==> src/rtl/dmem_arb_pkg.sv <==
// Shared constants for the two-requester data-RAM arbiter.
package dmem_arb_pkg;

    localparam int   WIDTH_DEF  = 32;
    localparam int   ADDR_W_DEF = 5;

    localparam logic OWNER_CORE = 1'b0;
    localparam logic OWNER_DBG  = 1'b1;

endpackage

==> src/rtl/rr_arb2.sv <==
// Combinational 2-way round-robin grant; the requester that did not win last time wins a tie.
module rr_arb2
    import dmem_arb_pkg::*;
(
    input  logic req0,
    input  logic req1,
    input  logic last_owner,
    output logic gnt0,
    output logic gnt1
);

    always_comb begin
        gnt0 = 1'b0;
        gnt1 = 1'b0;
        if (req0 && (!req1 || last_owner == OWNER_DBG)) begin
            gnt0 = 1'b1;
        end else if (req1) begin
            gnt1 = 1'b1;
        end
    end

endmodule

==> src/rtl/dmem_arbiter.sv <==
// Shares one single-port data RAM between the core LSU (0) and the debug/loader port (1),
// with a registered issue stage and registered read return.
module dmem_arbiter
    import dmem_arb_pkg::*;
#(
    parameter int WIDTH  = WIDTH_DEF,
    parameter int ADDR_W = ADDR_W_DEF
) (
    input  logic              clk,
    input  logic              rst,

    input  logic              req0,
    input  logic              we0,
    input  logic [ADDR_W-1:0] addr0,
    input  logic [WIDTH-1:0]  wdata0,
    output logic              gnt0,
    output logic              rvalid0,
    output logic [WIDTH-1:0]  rdata0,

    input  logic              req1,
    input  logic              we1,
    input  logic [ADDR_W-1:0] addr1,
    input  logic [WIDTH-1:0]  wdata1,
    output logic              gnt1,
    output logic              rvalid1,
    output logic [WIDTH-1:0]  rdata1,

    output logic [WIDTH-1:0]  ram_a,
    output logic [WIDTH-1:0]  ram_wd,
    output logic              ram_we,
    input  logic [WIDTH-1:0]  ram_rd
);

    logic              arb_gnt0, arb_gnt1;
    logic              last_owner_q, last_owner_d;
    logic              valid_q, valid_d;
    logic              we_q, we_d;
    logic              owner_q, owner_d;
    logic [ADDR_W-1:0] addr_q, addr_d;
    logic [WIDTH-1:0]  wdata_q, wdata_d;
    logic              rvalid0_q, rvalid0_d;
    logic              rvalid1_q, rvalid1_d;
    logic [WIDTH-1:0]  rdata0_q, rdata0_d;
    logic [WIDTH-1:0]  rdata1_q, rdata1_d;

    rr_arb2 u_rr_arb2 (
        .req0       (req0),
        .req1       (req1),
        .last_owner (last_owner_q),
        .gnt0       (arb_gnt0),
        .gnt1       (arb_gnt1)
    );

    // Grants are masked during reset so no requester believes its command was taken.
    assign gnt0 = arb_gnt0 & rst;
    assign gnt1 = arb_gnt1 & rst;

    always_comb begin
        valid_d      = gnt0 | gnt1;
        we_d         = we_q;
        owner_d      = owner_q;
        addr_d       = addr_q;
        wdata_d      = wdata_q;
        last_owner_d = last_owner_q;
        if (gnt0) begin
            we_d         = we0;
            owner_d      = OWNER_CORE;
            addr_d       = addr0;
            wdata_d      = wdata0;
            last_owner_d = OWNER_CORE;
        end else if (gnt1) begin
            we_d         = we1;
            owner_d      = OWNER_DBG;
            addr_d       = addr1;
            wdata_d      = wdata1;
            last_owner_d = OWNER_DBG;
        end
    end

    // Read data is captured from the RAM during the issue cycle and steered to its owner.
    always_comb begin
        rvalid0_d = valid_q & ~we_q & (owner_q == OWNER_CORE);
        rvalid1_d = valid_q & ~we_q & (owner_q == OWNER_DBG);
        rdata0_d  = rvalid0_d ? ram_rd : rdata0_q;
        rdata1_d  = rvalid1_d ? ram_rd : rdata1_q;
    end

    always_ff @(posedge clk or negedge rst) begin
        if (!rst) begin
            last_owner_q <= OWNER_DBG;
            valid_q      <= 1'b0;
            we_q         <= 1'b0;
            owner_q      <= OWNER_CORE;
            addr_q       <= '0;
            wdata_q      <= '0;
            rvalid0_q    <= 1'b0;
            rvalid1_q    <= 1'b0;
            rdata0_q     <= '0;
            rdata1_q     <= '0;
        end else begin
            last_owner_q <= last_owner_d;
            valid_q      <= valid_d;
            we_q         <= we_d;
            owner_q      <= owner_d;
            addr_q       <= addr_d;
            wdata_q      <= wdata_d;
            rvalid0_q    <= rvalid0_d;
            rvalid1_q    <= rvalid1_d;
            rdata0_q     <= rdata0_d;
            rdata1_q     <= rdata1_d;
        end
    end

    assign ram_a   = WIDTH'(addr_q);
    assign ram_wd  = wdata_q;
    assign ram_we  = valid_q & we_q;
    assign rvalid0 = rvalid0_q;
    assign rvalid1 = rvalid1_q;
    assign rdata0  = rdata0_q;
    assign rdata1  = rdata1_q;

endmodule
==> config.mk <==
export PLATFORM = sky130hd
export DESIGN_NAME = dmem_arbiter
export DESIGN_NICKNAME = d
export VERILOG_FILES = /design/src/rtl/dmem_arb_pkg.sv /design/src/rtl/rr_arb2.sv /design/src/rtl/dmem_arbiter.sv
export SDC_FILE = /design/constraint.sdc
export NUM_CORES = 1
export LEC_CHECK = 0
export CAP_MARGIN = 20
export CORE_MARGIN = 2
export CORE_UTILIZATION = 25
export CTS_CLUSTER_SIZE = 24
export DETAILED_ROUTE_END_ITERATION = 6
export DONT_BUFFER_PORTS = 1
export SYNTH_ARGS = -nofsm -noshare
export SYNTH_HDL_FRONTEND = slang
export SYNTH_SLANG_ARGS = --single-unit
==> constraint.sdc <==
create_clock -name clk -period 1.4 [get_ports clk]
set_input_delay 0.21 -clock clk [delete_from_list [all_inputs] [get_ports clk]]
set_output_delay 0.21 -clock clk [all_outputs]
set_load 0.005 [all_outputs]
## Word-level counts from Yosys, hierarchy flattened

Index checks and enable logic that the tools add are counted.
Widths: inputs -> output; s select.

| operators by class | value |
|---|---|
| bitwise gates (word level) | 9 |
| reductions and logical operators | 4 |
| multiplexer cells | 11 |

Operators with widths:

| operator | number |
|---|---|
| $mux 32 | 2 |
| $mux 5 | 2 |
| $mux 1 | 7 |
| $and 1x1->1 | 6 |
| $not 1->1 | 2 |
| $reduce_bool 2->1 | 1 |
| $logic_and 1x1->1 | 1 |
| $logic_not 1->1 | 1 |
| $logic_or 1x1->1 | 1 |
| $or 1x1->1 | 1 |

| word-level totals | value |
|---|---|
| output and inout port bits | 133 |
| logic and storage cells | 34 |
| register bits | 107 |
| input port bits | 112 |

## Depth between registers and ports, before layout

| logic depth | value |
|---|---|
| word-level depth | 7 |
| depth in mapped cells | 5 |
| depth with buffers taken out | 3 |

## Cells and area by module

From an unflattened synthesis, not the netlist that was laid out.

| unflattened totals | value |
|---|---|
| cells, all modules | 355 |
| area, all modules | 4571.9 sq um |

Modules (own cells, without submodules):

| module | seq. area each (sq um) | area an instance (sq um) | times used | cells each |
|---|---|---|---|---|
| dmem_arbiter | 2678.8 | 4553.1 | 1 | 352 |
| rr_arb2 | 0.0 | 18.8 | 1 | 3 |

## Worst setup path before layout

Ideal clock, no wire load.

| timing | value |
|---|---|
| path type | register to register |
| from | reg we_q |
| to | reg rdata0_q[10] (netlist: rdata0[10]) |
| buffers on the path | 1 |
| required time | 1.275 ns |
| period minus slack after synthesis | 1.425 ns |
| stages on the path, launching flop included | 4 |
| setup slack | -0.025 ns |
| arrival time | 1.300 ns |
| library setup time | 0.125 ns |
| cell sequence | dfrtp_1 > nor3b_2 > buf_2 > mux2_2 |

| between the ends | value |
|---|---|
| longest elaborated chain between the ends | 3 |

Ends and longest elaborated chain:

| element | RTL line | RTL |
|---|---|---|
| start: declaration | dmem_arbiter.sv:37 | `logic we_q, we_d;` |
| start signal: assignment | dmem_arbiter.sv:103 | `we_q <= we_d;` |
| $not 1->1 | dmem_arbiter.sv:82 | `rvalid0_d = valid_q & ~we_q & (owner_q == OWNER_CORE);` |
| $and 1x1->1 (2 in a row) | dmem_arbiter.sv:82 |  |
| end signal: assignment | dmem_arbiter.sv:109 | `rdata0_q <= rdata0_d;` |
| end: declaration | dmem_arbiter.sv:43 | `logic [WIDTH-1:0] rdata0_q, rdata0_d;` |

Every way passes these cells.
A chain may end at the register's enable or synchronous reset.

## Worst setup path in the final report

| timing | value |
|---|---|
| from | reg last_owner_q |
| to | out gnt0 |

| between the ends | value |
|---|---|
| longest elaborated chain between the ends | 4 |

Ends and longest elaborated chain:

| element | RTL line | RTL |
|---|---|---|
| start: declaration | dmem_arbiter.sv:35 | `logic last_owner_q, last_owner_d;` |
| start signal: assignment | dmem_arbiter.sv:101 | `last_owner_q <= last_owner_d;` |
| $logic_or 1x1->1 | rr_arb2.sv:15 | `if (req0 && (!req1 \|\| last_owner == OWNER_DBG)) begin` |
| $logic_and 1x1->1 | rr_arb2.sv:15 |  |
| $mux 1 | rr_arb2.sv:15 |  |
| $and 1x1->1 | dmem_arbiter.sv:55 | `assign gnt0 = arb_gnt0 & rst;` |
| end: declaration | dmem_arbiter.sv:16 | `output logic gnt0,` |

Every way passes these cells.

==> out/results.ini <==
[outcome]
status = finished with violations
violations = hold timing, setup timing

[floorplan]
core_area_sq_um = 18600
start_util = 0.252
ios = 245
die_w_microns = 141
die_h_microns = 141
die_area_sq_um = 19900
num_rows = 50

[placement]
io_buffers = 0
place_congestion = 0.745
hpwl_mm = 7.30
place_inst = 531

[detailed_routing]
wl_per_cell_microns = 18.3
wl_mm = 11.5
dr.pass1.iters = 5
ant_nets = 0
via_count = 2743
drcViolationCount = 0
via_per_inst = 4.35
drtIter0Drc = 51

[clocking]
cts_buffer_depth = 2
clk_latency_ns = 0.36
h-tree-depth = 3
cts_buffers = 9
cts_root_buffer = clkbuf_16
clk_pin_slew_ns = 0.08
numClockSinks = 107
cts_tree = yes

[logic_synthesis]
synth_compound_area_frac = 0.00694
yosys.area_share.adder = 0
synth_top_family_by_area = multiplexers
synth_cell_types = 16
synth_xor_area_frac = 0
yosysWarnings = 0
syn_area_sq_um = 4690
yosys.area_share.simple = 0.00854
ys_ff_latch = 107
syn_inst = 302
synth_seq_area_share = 0.571
syn_avg_cell_area_sq_um = 15.5
yosys-mux-area-fraction = 0.349

[timing]
layout_setup_ws_ns = -0.0285
max_freq_mhz = 700
rsz0062_at_grt = yes
min_period_ns = 1.43
drv_slew = 0
hold_viol = 107
setup_viol = 19
hold_slack_ns = -0.452
fin_skew_ns = 0.0141
period_share = 1.02

[power_and_ir_drop]
internal_power_mw = 6.97
ir_drop_v = 0.000586
powerDensity_nw_per_um2 = 1550
switchingPower_mw = 2.67
p_leak_nw = 2.72
seqPwrFrac = 0.524
p_comb_frac = 0.204
swShare = 0.277
power_frac_clock = 0.272
p_total_mw = 9.64

[final_layout]
final_common_cell = dfrtp_1
nets = 503
final_cells = 631
num-fill-cells = 1788
final_cell_mix = 106 x dfrtp_1, 105 x mux2_2, 70 x dlygate4sd3_1, 35 x mux2_4, 27 x conb_1
drive_gt1_frac = 0.465
area_delta_synth_final_pct = 32.6

[setup_path]
cp.arrival_ns = 1.22
r2r.worst_path.cells = 4
cpPeakStageDelay_ns = 0.56
rr_endpoint = rdata0[19]
cp_data_required_time_ns = 1.19
crit_type = flip-flop to primary output
crit_path_max_fanout = 6
regToRegSetupSlack_ns = -0.02
timing.rr.start = owner_q
startpoint_type = flip-flop
critPathTopFamily = flip-flops
end_kind = primary output
cp.depth = 3
startpoint = last_owner_q
cp_num_buf_inv = 2
crit_path_end = gnt0
cpMaxStageDelayCell = dfstp_2
path_cells = o211ai_4 > buf_12 > clkinv_4

[grt]
grt_antenna_before_repair = 2
grt_first_pass_wirelength_mm = 16.1
overflow = 0
grt_max_degree = 111
grt_pass1_vias = 2995
grt.total_usage = 0.106

[worst_hold_path]
hp-class = input pin to asynchronous set/reset pin

[job]
maxCapViolations = 0

==> synth_stat cells (all sizes together) <==
library cell | n | share of area
dfrtp | 106 | 0.57
conb | 1 | 0.00080
a21oi | 1 | 0.0011
dfstp | 1 | 0.0056
and2 | 2 | 0.0027
nand2 | 2 | 0.0016
buf | 41 | 0.061
o21a | 2 | 0.0032
nor3b | 1 | 0.0027
inv | 3 | 0.0024
o211ai | 1 | 0.0027
nand3b | 1 | 0.0016
mux2 | 140 | 0.35
==> state kept, by name (all words and copies together) (netlist names) <==
| signal | flops |
|---|---|
| addr_q | 5 |
| last_owner_q | 1 |
| owner_q | 1 |
| ram_wd | 32 |
| rdata0 | 32 |
| rdata1 | 32 |
| rvalid0 | 1 |
| rvalid1 | 1 |
| valid_q | 1 |
| we_q | 1 |
==> per-stage QoR <==
step                      instance area, sq um  TNS [ns]   util  worst slack, ns  hold slack, ns
after global placement                    4940         0  0.266           0.0139         -0.0831
after CTS                                 5950     -1.30  0.320          -0.0753          -0.477
after floorplan                           4790    -0.668      -          -0.0248         -0.0856
after detailed placement                  4940    -0.255  0.266          -0.0225         -0.0830
after global routing                      6220     -2.81  0.335          -0.0823          -0.485
final                                     6220    -0.152  0.335          -0.0285          -0.452
==> area by class of cell <==
type / instances / area (sq um) / area share
Sequential cell: 107 / 2680 / 0.431
Multi-Input combinational cell: 177 / 1900 / 0.305
Timing Repair Buffer: 93 / 1020 / 0.164
Tap cell: 234 / 293 / 0.0471
Clock buffer: 9 / 225 / 0.0362
Clock inverter: 7 / 83.8 / 0.0135
Inverter: 3 / 16.3 / 0.00262
Antenna cell: 1 / 2.50 / 0.000402
==> kinds of logic (layout without fill, tap and decap cells) <==
| group | count (synthesis) | in the layout |
|---|---|---|
| compound gates | 4 | 4 |
| buf+inv | 44 | 112 |
| flops | 107 | 107 |
| other cells | 1 | 28 |
| mux | 140 | 140 |
| simple gates | 6 | 6 |
==> power by group through the flow <==
stage / registers, mW / clock network, mW / logic (mW)
after floorplan: 4.77 / 0 / 1.38
after global placement: 5.06 / 0 / 1.44
after detailed placement: 5.08 / 0 / 1.54
after CTS: 5.02 / 2.75 / 1.73
after global routing: 5.16 / 2.88 / 2.13
final: 5.05 / 2.62 / 1.97
==> worst min path at each step <==
stage                       to
finish              rdata0[28]
global route        rdata0[27]
CTS                 rdata0[28]
detailed placement  rdata1[18]
global placement    rdata1[18]
floorplan            addr_q[0]
==> routing by layer <==
metal  track usage  part of all wire  up-vias
met5             0                 0        -
met4        0.0442             0.015        0
met3        0.0455             0.088       10
met2         0.182              0.52      164
met1         0.114              0.38     1378
li1              -                 -     1191
==> what timing repair did <==
action / 4_1_cts / 5_1_grt
endpoints found under the setup margin: 37 / 92
setup buffers: 4 / 4
hold buffers: 64 / 6
pin swaps: 1 / 2
resized for setup: 3 / 23
gates cloned: 1 / 4
hold endpoints to repair: 196 / 113
Power figures use the tool's default switching activity.
